`src/rtl/arb_mux_n_1_if.sv`:
```
`default_nettype none
// ============================================================================
//  Module   : arb_mux_n_1_if
//  Purpose  : Bundle of the N producer channels, the single consumer channel
//             and the steering controls of the arb_mux_n_1 selector.
//  Ports    : mode, sel                     - steering (fixed / round-robin)
//             in_data, in_valid, in_ready   - N packed producer channels
//             out_data, out_valid, out_ready, out_sel - consumer channel
//  Modports : master - producers/consumer side (drives requests, out_ready)
//             slave  - the selector itself
//  Revision : 1.0 - initial release
// ============================================================================
interface arb_mux_n_1_if #(
  parameter int WIDTH = 32,
  parameter int N     = 4
);
  localparam int SEL_W = (N > 1) ? $clog2(N) : 1;

  logic                 mode;
  logic [SEL_W-1:0]     sel;
  logic [N*WIDTH-1:0]   in_data;
  logic [N-1:0]         in_valid;
  logic [N-1:0]         in_ready;
  logic [WIDTH-1:0]     out_data;
  logic                 out_valid;
  logic                 out_ready;
  logic [SEL_W-1:0]     out_sel;

  modport master (
    output mode, sel, in_data, in_valid, out_ready,
    input  in_ready, out_data, out_valid, out_sel
  );

  modport slave (
    input  mode, sel, in_data, in_valid, out_ready,
    output in_ready, out_data, out_valid, out_sel
  );
endinterface
`default_nettype wire

```
`src/rtl/arb_mux_n_1.sv`:
```
`default_nettype none
// ============================================================================
//  Module   : arb_mux_n_1
//  Purpose  : N-input, WIDTH-bit selector with a registered output stage and
//             valid/ready handshakes.  mode=1 steers channel sel to the
//             output; mode=0 arbitrates round-robin among valid channels.
//             One cycle latency, one transfer per cycle sustained.
//  Ports    : clk   - rising-edge clock
//             rst_n - asynchronous active-low reset
//             bus   - arb_mux_n_1_if.slave (mode, sel, in_data, in_valid,
//                     in_ready, out_data, out_valid, out_ready, out_sel)
//  Revision : 1.0 - initial release
// ============================================================================
module arb_mux_n_1 #(
  parameter int WIDTH = 32,
  parameter int N     = 4
) (
  input  wire logic    clk,
  input  wire logic    rst_n,
  arb_mux_n_1_if.slave bus
);

  localparam int SEL_W = (N > 1) ? $clog2(N) : 1;

  logic [WIDTH-1:0] r_out_data;
  logic             r_out_valid;
  logic [SEL_W-1:0] r_out_sel;
  logic [SEL_W-1:0] r_rr_ptr;

  logic             w_load;
  logic             w_fix_hit;
  logic [SEL_W-1:0] w_fix_idx;
  logic             w_rr_hit;
  logic [SEL_W-1:0] w_rr_idx;
  logic             w_cand_hit;
  logic [SEL_W-1:0] w_cand_idx;
  logic             w_grant;
  logic [N-1:0]     w_in_ready;
  logic [WIDTH-1:0] w_sel_data;
  logic [SEL_W-1:0] w_rr_next;

  // The output register may take a new word when empty or being drained.
  assign w_load = !r_out_valid || bus.out_ready;

  // Fixed select: sel values with no matching channel (>= N) never hit.
  always_comb begin
    w_fix_hit = 1'b0;
    w_fix_idx = '0;
    for (int i = 0; i < N; i++) begin
      if (bus.sel == SEL_W'(i)) begin
        w_fix_hit = bus.in_valid[i];
        w_fix_idx = SEL_W'(i);
      end
    end
  end

  // Round-robin: scan from r_rr_ptr upward with wrap, first valid wins.
  always_comb begin
    int idx;
    w_rr_hit = 1'b0;
    w_rr_idx = '0;
    idx      = 0;
    for (int k = 0; k < N; k++) begin
      idx = int'(r_rr_ptr) + k;
      if (idx >= N) begin
        idx = idx - N;
      end
      if (!w_rr_hit && bus.in_valid[idx]) begin
        w_rr_hit = 1'b1;
        w_rr_idx = SEL_W'(idx);
      end
    end
  end

  assign w_cand_hit = bus.mode ? w_fix_hit : w_rr_hit;
  assign w_cand_idx = bus.mode ? w_fix_idx : w_rr_idx;

  // Gating with rst_n keeps every in_ready low while reset is asserted.
  assign w_grant = rst_n && w_load && w_cand_hit;

  // One-hot ready and the data mux share the same decoded index.
  always_comb begin
    w_in_ready = '0;
    w_sel_data = '0;
    for (int i = 0; i < N; i++) begin
      if (w_cand_idx == SEL_W'(i)) begin
        w_in_ready[i] = w_grant;
        w_sel_data    = bus.in_data[i*WIDTH +: WIDTH];
      end
    end
  end

  assign w_rr_next = (w_cand_idx == SEL_W'(N - 1)) ? '0 : w_cand_idx + SEL_W'(1);

  always_ff @(posedge clk or negedge rst_n) begin
    if (!rst_n) begin
      r_out_data  <= '0;
      r_out_valid <= 1'b0;
      r_out_sel   <= '0;
      r_rr_ptr    <= '0;
    end else if (w_grant) begin
      r_out_data  <= w_sel_data;
      r_out_valid <= 1'b1;
      r_out_sel   <= w_cand_idx;
      // Only round-robin transfers advance the fairness pointer.
      if (!bus.mode) begin
        r_rr_ptr <= w_rr_next;
      end
    end else if (bus.out_ready) begin
      // Drain: data and index stay as last loaded.
      r_out_valid <= 1'b0;
    end
  end

  assign bus.in_ready  = w_in_ready;
  assign bus.out_data  = r_out_data;
  assign bus.out_valid = r_out_valid;
  assign bus.out_sel   = r_out_sel;

endmodule
`default_nettype wire

```
`src/flat_wrapper.sv`:
```
// flat-port wrapper written by rule: the top's interface ports become plain ports
module arb_mux_n_1_flat 
#(
  parameter int WIDTH = 32,
  parameter int N     = 4
)
  (clk, rst_n, bus_mode, bus_sel, bus_in_data, bus_in_valid, bus_out_ready, bus_in_ready, bus_out_data, bus_out_valid, bus_out_sel);
  arb_mux_n_1_if #(.WIDTH(WIDTH), .N(N)) bus_i ();
  input  wire logic clk;
  input  wire logic rst_n;
  input wire logic [$bits(bus_i.mode)-1:0] bus_mode;
  input wire logic [$bits(bus_i.sel)-1:0] bus_sel;
  input wire logic [$bits(bus_i.in_data)-1:0] bus_in_data;
  input wire logic [$bits(bus_i.in_valid)-1:0] bus_in_valid;
  input wire logic [$bits(bus_i.out_ready)-1:0] bus_out_ready;
  output wire logic [$bits(bus_i.in_ready)-1:0] bus_in_ready;
  output wire logic [$bits(bus_i.out_data)-1:0] bus_out_data;
  output wire logic [$bits(bus_i.out_valid)-1:0] bus_out_valid;
  output wire logic [$bits(bus_i.out_sel)-1:0] bus_out_sel;
  assign bus_i.mode = bus_mode;
  assign bus_i.sel = bus_sel;
  assign bus_i.in_data = bus_in_data;
  assign bus_i.in_valid = bus_in_valid;
  assign bus_i.out_ready = bus_out_ready;
  assign bus_in_ready = bus_i.in_ready;
  assign bus_out_data = bus_i.out_data;
  assign bus_out_valid = bus_i.out_valid;
  assign bus_out_sel = bus_i.out_sel;
  arb_mux_n_1 #(.WIDTH(WIDTH), .N(N)) u_core (.clk(clk), .rst_n(rst_n), .bus(bus_i));
endmodule
```
`config.mk`:
```
export PLATFORM = sky130hd
export DESIGN_NAME = arb_mux_n_1_flat
export DESIGN_NICKNAME = d
export VERILOG_FILES = /design/src/rtl/arb_mux_n_1_if.sv /design/src/rtl/arb_mux_n_1.sv /design/src/flat_wrapper.sv
export SDC_FILE = /design/constraint.sdc
export NUM_CORES = 1
export LEC_CHECK = 0
export BUFFER_PORTS_ARGS = -buffer_cell sky130_fd_sc_hd__buf_2
export CELL_PAD_IN_SITES_DETAIL_PLACEMENT = 0
export CELL_PAD_IN_SITES_GLOBAL_PLACEMENT = 1
export CORE_MARGIN = 2
export CORE_UTILIZATION = 25
export DETAILED_ROUTE_END_ITERATION = 16
export PLACE_DENSITY_LB_ADDON = 0.05
export REMOVE_ABC_BUFFERS = 1
export SETUP_SLACK_MARGIN = 0.15
export SLEW_MARGIN = 0
export SYNTH_ARGS = -nofsm -noshare
export SYNTH_HDL_FRONTEND = slang
export SYNTH_SLANG_ARGS = --single-unit
```
`constraint.sdc`:
```
create_clock -name clk -period 2.8 [get_ports clk]
set_input_delay 0.56 -clock clk [delete_from_list [all_inputs] [get_ports clk]]
set_output_delay 0.56 -clock clk [all_outputs]
set_load 0.03 [all_outputs]
```
==> Word-level counts from Yosys, hierarchy flattened <==
Index checks and enable logic that the tools add are counted.
{ "op_classes": {"n_eq_ne": 6, "n_reduce_logical": 14, "magnitude_cmp": 8, "n_bitwise": 1, "n_mux": 44, "addsub": 8} }
{ "ops": {"columns": ["cell", "count"], "rows": [
  ["$mux 32", 8],
  ["$lt 32x4->1 const B", 4],
  ["$ge 32x4->1 const B", 3],
  ["$sub 32x4->32 const B", 3],
  ["$mux 1", 24],
  ["$mux 2", 8],
  ["$bmux 1 s2", 4],
  ["$eq 2x2->1 const B", 4],
  ["$add 2x2->3 const B", 2],
  ["$logic_and 1x1->1", 5],
  ["$eq 2x1->1 const B", 2],
  ["$logic_not 1->1", 4],
  ["$logic_not 2->1", 2],
  ["$sub 2x3->4 const B", 1],
  ["$add 2x1->3 const B", 1],
  ["$ge 2x3->1 const B", 1],
  ["$add 2x1->2 const B", 1],
  ["$reduce_and 2->1", 1],
  ["$reduce_bool 2->1", 1],
  ["$logic_or 1x1->1", 1],
  ["$not 1->1", 1]
]} }
{ "word_totals": {"output_inout_bits": 39, "wordCells": 85, "register_bits": 37, "input_bits": 138} }

==> Logic depth before layout (Yosys ltp) <==
{ "logic_depth": {"ltp_word": 21, "depth_mapped": 14, "depth_no_buf": 11} }

==> Worst setup path after synthesis <==
OpenSTA, ideal clock, no wires.
{ "synth_path": {"path_type": "input-to-output", "from": "in bus_in_valid[3]", "to": "out bus_in_ready[1]", "path_slack_ns": -0.307, "stages": 10, "t_required_ns": 2.240, "path_buffers": 3, "arrival_ns": 2.547, "cell_sequence": "clkbuf_2 > inv_1 > a221oi_1 > o32ai_1 > o21ai_0 > ha_1 > buf_2 > clkbuf_1 > inv_1 > nor2_1"} }
{ "synth_via": {"elab_chain_len": 16, "word_cells_on_any_way": 32, "classes_between": "1 x eq/ne; 24 x mux; 7 x reduce/logical"} }
{ "synth_lines": {"columns": ["element", "line", "text"], "rows": [
  ["start, declared", "flat_wrapper.sv:14", "input wire logic [$bits(bus_i.in_valid)-1:0] bus_in_valid;"],
  ["$bmux 1 s2", "arb_mux_n_1.sv:68", "if (!w_rr_hit && bus.in_valid[idx]) begin"],
  ["$mux 1 (not written as such) (2 in a row)", "arb_mux_n_1.sv:68", null],
  ["$mux 1", "arb_mux_n_1.sv:68", null],
  ["$logic_not 1->1", "arb_mux_n_1.sv:68", null],
  ["$logic_and 1x1->1", "arb_mux_n_1.sv:68", null],
  ["$mux 1", "arb_mux_n_1.sv:68", null],
  ["$logic_not 1->1", "arb_mux_n_1.sv:68", null],
  ["$logic_and 1x1->1", "arb_mux_n_1.sv:68", null],
  ["$mux 1", "arb_mux_n_1.sv:68", null],
  ["$logic_not 1->1", "arb_mux_n_1.sv:68", null],
  ["$logic_and 1x1->1", "arb_mux_n_1.sv:68", null],
  ["$mux 2 *", "arb_mux_n_1.sv:68", null],
  ["$mux 2 *", "arb_mux_n_1.sv:76", "assign w_cand_idx = bus.mode ? w_fix_idx : w_rr_idx;"],
  ["via u_core.w_cand_idx[0]", "arb_mux_n_1.sv:36", "logic [SEL_W-1:0] w_cand_idx;"],
  ["$eq 2x1->1 *", "arb_mux_n_1.sv:86", "if (w_cand_idx == SEL_W'(i)) begin"],
  ["$mux 1 *", "arb_mux_n_1.sv:86", null],
  ["end, declared", "flat_wrapper.sv:16", "output wire logic [$bits(bus_i.in_ready)-1:0] bus_in_ready;"]
]} }
The timed path passes the listed nets; every way through them passes the cells marked *. The select of a mux whose other input is x is not followed.

==> Final worst setup path <==
Ends and elaborated chain as after synthesis.

==> impl_results.md <==
- Outcome: complete, no violations
- Top-count cell post-synth: nand2_1
- CTS tree: done
- Die Footprint: ~11,000 sq um
- Post-synthesis cell count: 314
- Min Hold Slack: 0.3867 ns
- Worst-case clock buffer depth: 2
- Worst Max-Slew Pin Slew: 0.5186 ns
- Tot GR Track Use: 17.31%
- Layout area overhead: 58.65%
- Wire per inst: 14.98 um
- Initial Utilization: 25.30%
- Worst-Skew Late Latency: 0.28 ns
- Rel. slew slack: 65.43%
- Power Density: roughly 730 nW/um^2
- Synth top area cells: dfrtp_1 38%, a221oi_1 12%, o21ai_0 7.4%
- Die X: 102.8 um
- Crit Path Class: in -> out
- Number of nets still failing antenna checks after routing: 0
- Area share of the largest cell type after synthesis: 37.97%
- Max Cap Viol: 0
- Switching part of the total: 45.41%
- Met1 Use GR: 21.44%
- Fillers: 1,083
- First-pass GRT wire length: 14.13 mm
- First DRT Iteration DRCs: just under 70
- Largest net degree at the start of global routing: 40
- Initial antenna violation count: 1
- Combinational Power Share: a little under three fifths
- Diode count: 0
- HP Class: in -> async
- Worst vdd ir: 0.2357 mV
- Root Buffer: clkbuf_8
- Reg area: between 900 and 1000 sq um
- Met2 Usage GRT: between 30% and 40%
- Via Count: 2,992
- Fin crit period: 2.648 ns
- Seq cells post-synth: 37
- Seq pwr share: 29.0%
- Post-route setup TNS: 0 ns
- NumNets Final: 643
- Clock Pin Slew Worst Setup and Hold Paths: ~0.070 ns
- CP arrival: 2.09 ns
- Critical Path Start Type: input pin
- CTS Sinks: 37
- Int Pwr: about 1.5 mW
- Layout cells sized above 1: 47.90%
- Share of total power in the clock network: between 10% and 20%
- Seq/Total Area, Yosys: 37.97%
- Row Count: 36
- 1st-pass router iterations: 4
- Post-Syn Area: roughly 2400 sq um
- IO Port Bufs: roughly 180
- Critical-path maximum fanout: 6
- RSZ-0062 raised after global routing: true
- Placer congestion estimate: 0.7654
- Synthesized area per cell: 7.766 sq um
- Detailed placer's ending HPWL: 7.106 mm
- Ys Warns: 0
- Vias/cell: about 4.7
- Post-synth cell types: 33
- Asr flop ratio synth: 100.0%
- Busiest grt layer: met2
- Synth area leader: dfrtp_1
- Clk_skew: approximately 0.0024 ns
- Residual DRC: 0
- # setup viols final: 0
- CTS buffer count: 5
- Crit path capture type: output pin
- DIE HEIGHT: 102.8 um
- Vias in the first global route: 2,837
- GR Util met3: roughly 5.4%
- I/O pin count: 177
- CP required: 2.24 ns
- Wirelength, routed: 9.498 mm
- H-tree levels: 2
- Max Clk Rate: approximately 380 MHz
- Hold Vio Cnt, Final: 0
- Top FF cell, synth: dfrtp_1
- Fin. max-slew vios: 0
- Commonest cells in the netlist: 39 x nand2_1, 37 x dfrtp_1, 36 x nor2_1, 36 x o21ai_0
- Core Area: 9639 sq um
- Switch Pwr: 1.276 mW
- LEAKAGE: roughly 1.9 nW
- Period utilization: 94.58%
- Area occupied by multi-input gates: 1449 sq um
- Number of synthesized flops with an enable pin: 0
- Grt total ovfl: 0
-- per-stage QoR --
step | area (sq um) | total power, mW | setup WS, ns | cells | util, %
after global placement | 3522 | 2.307 | -0.05439 | 615 | 36.54
after CTS | 3706 | 2.773 | 0.1155 | 626 | 38.45
after detailed placement | 3522 | 2.320 | -0.07186 | 615 | 36.54
after global routing | 3869 | 3.034 | 0.07933 | 634 | 40.14
final | 3869 | 2.810 | 0.1518 | 634 | 40.14
after floorplan | 2312 | 1.751 | -0.8824 | 285 | -
-- worst max-delay path, cell delays in order --
cell and delay, ns:
buf_8 0.10, buf_6 0.12, o311a_1 0.35, o32ai_2 0.15
o21ai_2 0.12, inv_2 0.11, buf_12 0.11, ha_4 0.14
inv_2 0.05, nor2_4 0.12, buf_6 0.14
-- state kept, by name (all words and copies together), names as in the netlist --
name / count
u_core.bus.out_data: 32
u_core.bus.out_sel: 2
u_core.bus.out_valid: 1
u_core.r_rr_ptr: 2
-- layout by cell type (no fill, tap or decap), types with 2 or more instances in the layout --
| master | count |
|---|---|
| inv_1 | 4 |
| buf_6 | 10 |
| o21ai_0 | 35 |
| a21oi_1 | 33 |
| buf_2 | 169 |
| nor3_1 | 31 |
| dfrtp_1 | 37 |
| clkbuf_8 | 6 |
| o32ai_2 | 2 |
| ha_4 | 3 |
| o21ai_2 | 2 |
| nand2_1 | 39 |
| mux2i_1 | 2 |
| nor2_4 | 2 |
| buf_4 | 28 |
| nor2_1 | 34 |
| a221oi_1 | 31 |
| nand2b_1 | 3 |
| inv_2 | 6 |
| a221oi_2 | 2 |
-- worst paths after layout --
check	start	endpoint	slack (ns)	cells past startpoint
hold / removal	rst_n	u_core.r_rr_ptr[0]	0.39	2
max in group asynchronous	rst_n	u_core.bus.out_data[22]	2.06	2
setup reg to reg	u_core.r_rr_ptr[0]	u_core.bus.out_data[21]	0.29	13
setup / recovery	bus_in_valid[3]	bus_in_ready[1]	0.15	11
min in group clk	u_core.bus.out_data[18]	u_core.bus.out_data[18]	0.48	2
hold reg to reg	u_core.bus.out_data[18]	u_core.bus.out_data[18]	0.48	2
-- power by group through the flow --
stage | clock (mW) | sequential [mW] | combinational [mW]
finish | 0.387 | 0.814 | 1.61
detailed placement | 0 | 0.831 | 1.49
floorplan | 0 | 1.18 | 0.571
CTS | 0.409 | 0.819 | 1.54
global route | 0.424 | 0.841 | 1.77
global placement | 0 | 0.827 | 1.48
-- final cells by class --
type | count | area share, %
inverter | 10 | 0.9702
clock buffer | 7 | 2.232
tap | 133 | 4.301
multi-input combinational | 238 | 37.45
sequential | 37 | 23.93
timing repair buffer | 209 | 31.11
-- layer usage --
| layer | vias up | routed length [um] |
|---|---|---|
| met5 | - | 13 |
| met4 | 2 | 39 |
| met3 | 4 | 882 |
| met2 | 115 | 4463 |
| met1 | 1357 | 4099 |
| li1 | 1514 | - |
-- kinds of logic (layout without fill, tap and decap cells) --
| group | count (synthesis) | after routing | share of synthesized area, % |
|---|---|---|---|
| muxes | 3 | 3 | 1.283 |
| adders and majority gates | 4 | 4 | 2.052 |
| buffers and inverters | 39 | 226 | 6.722 |
| and+or+nand+nor | 117 | 117 | 21.65 |
| AOI/OAI and AO/OA | 114 | 114 | 30.32 |
| DFF | 37 | 37 | 37.97 |
-- timing repair --
item | in CTS | in global routing
setup buffers | 4 | 8
hold buffers | 0 | 0
resized for setup | 24 | 20
setup endpoints to repair | 4 | 22
pin swaps | 9 | 10
Note: power is estimated with default switching activity, not from simulation.
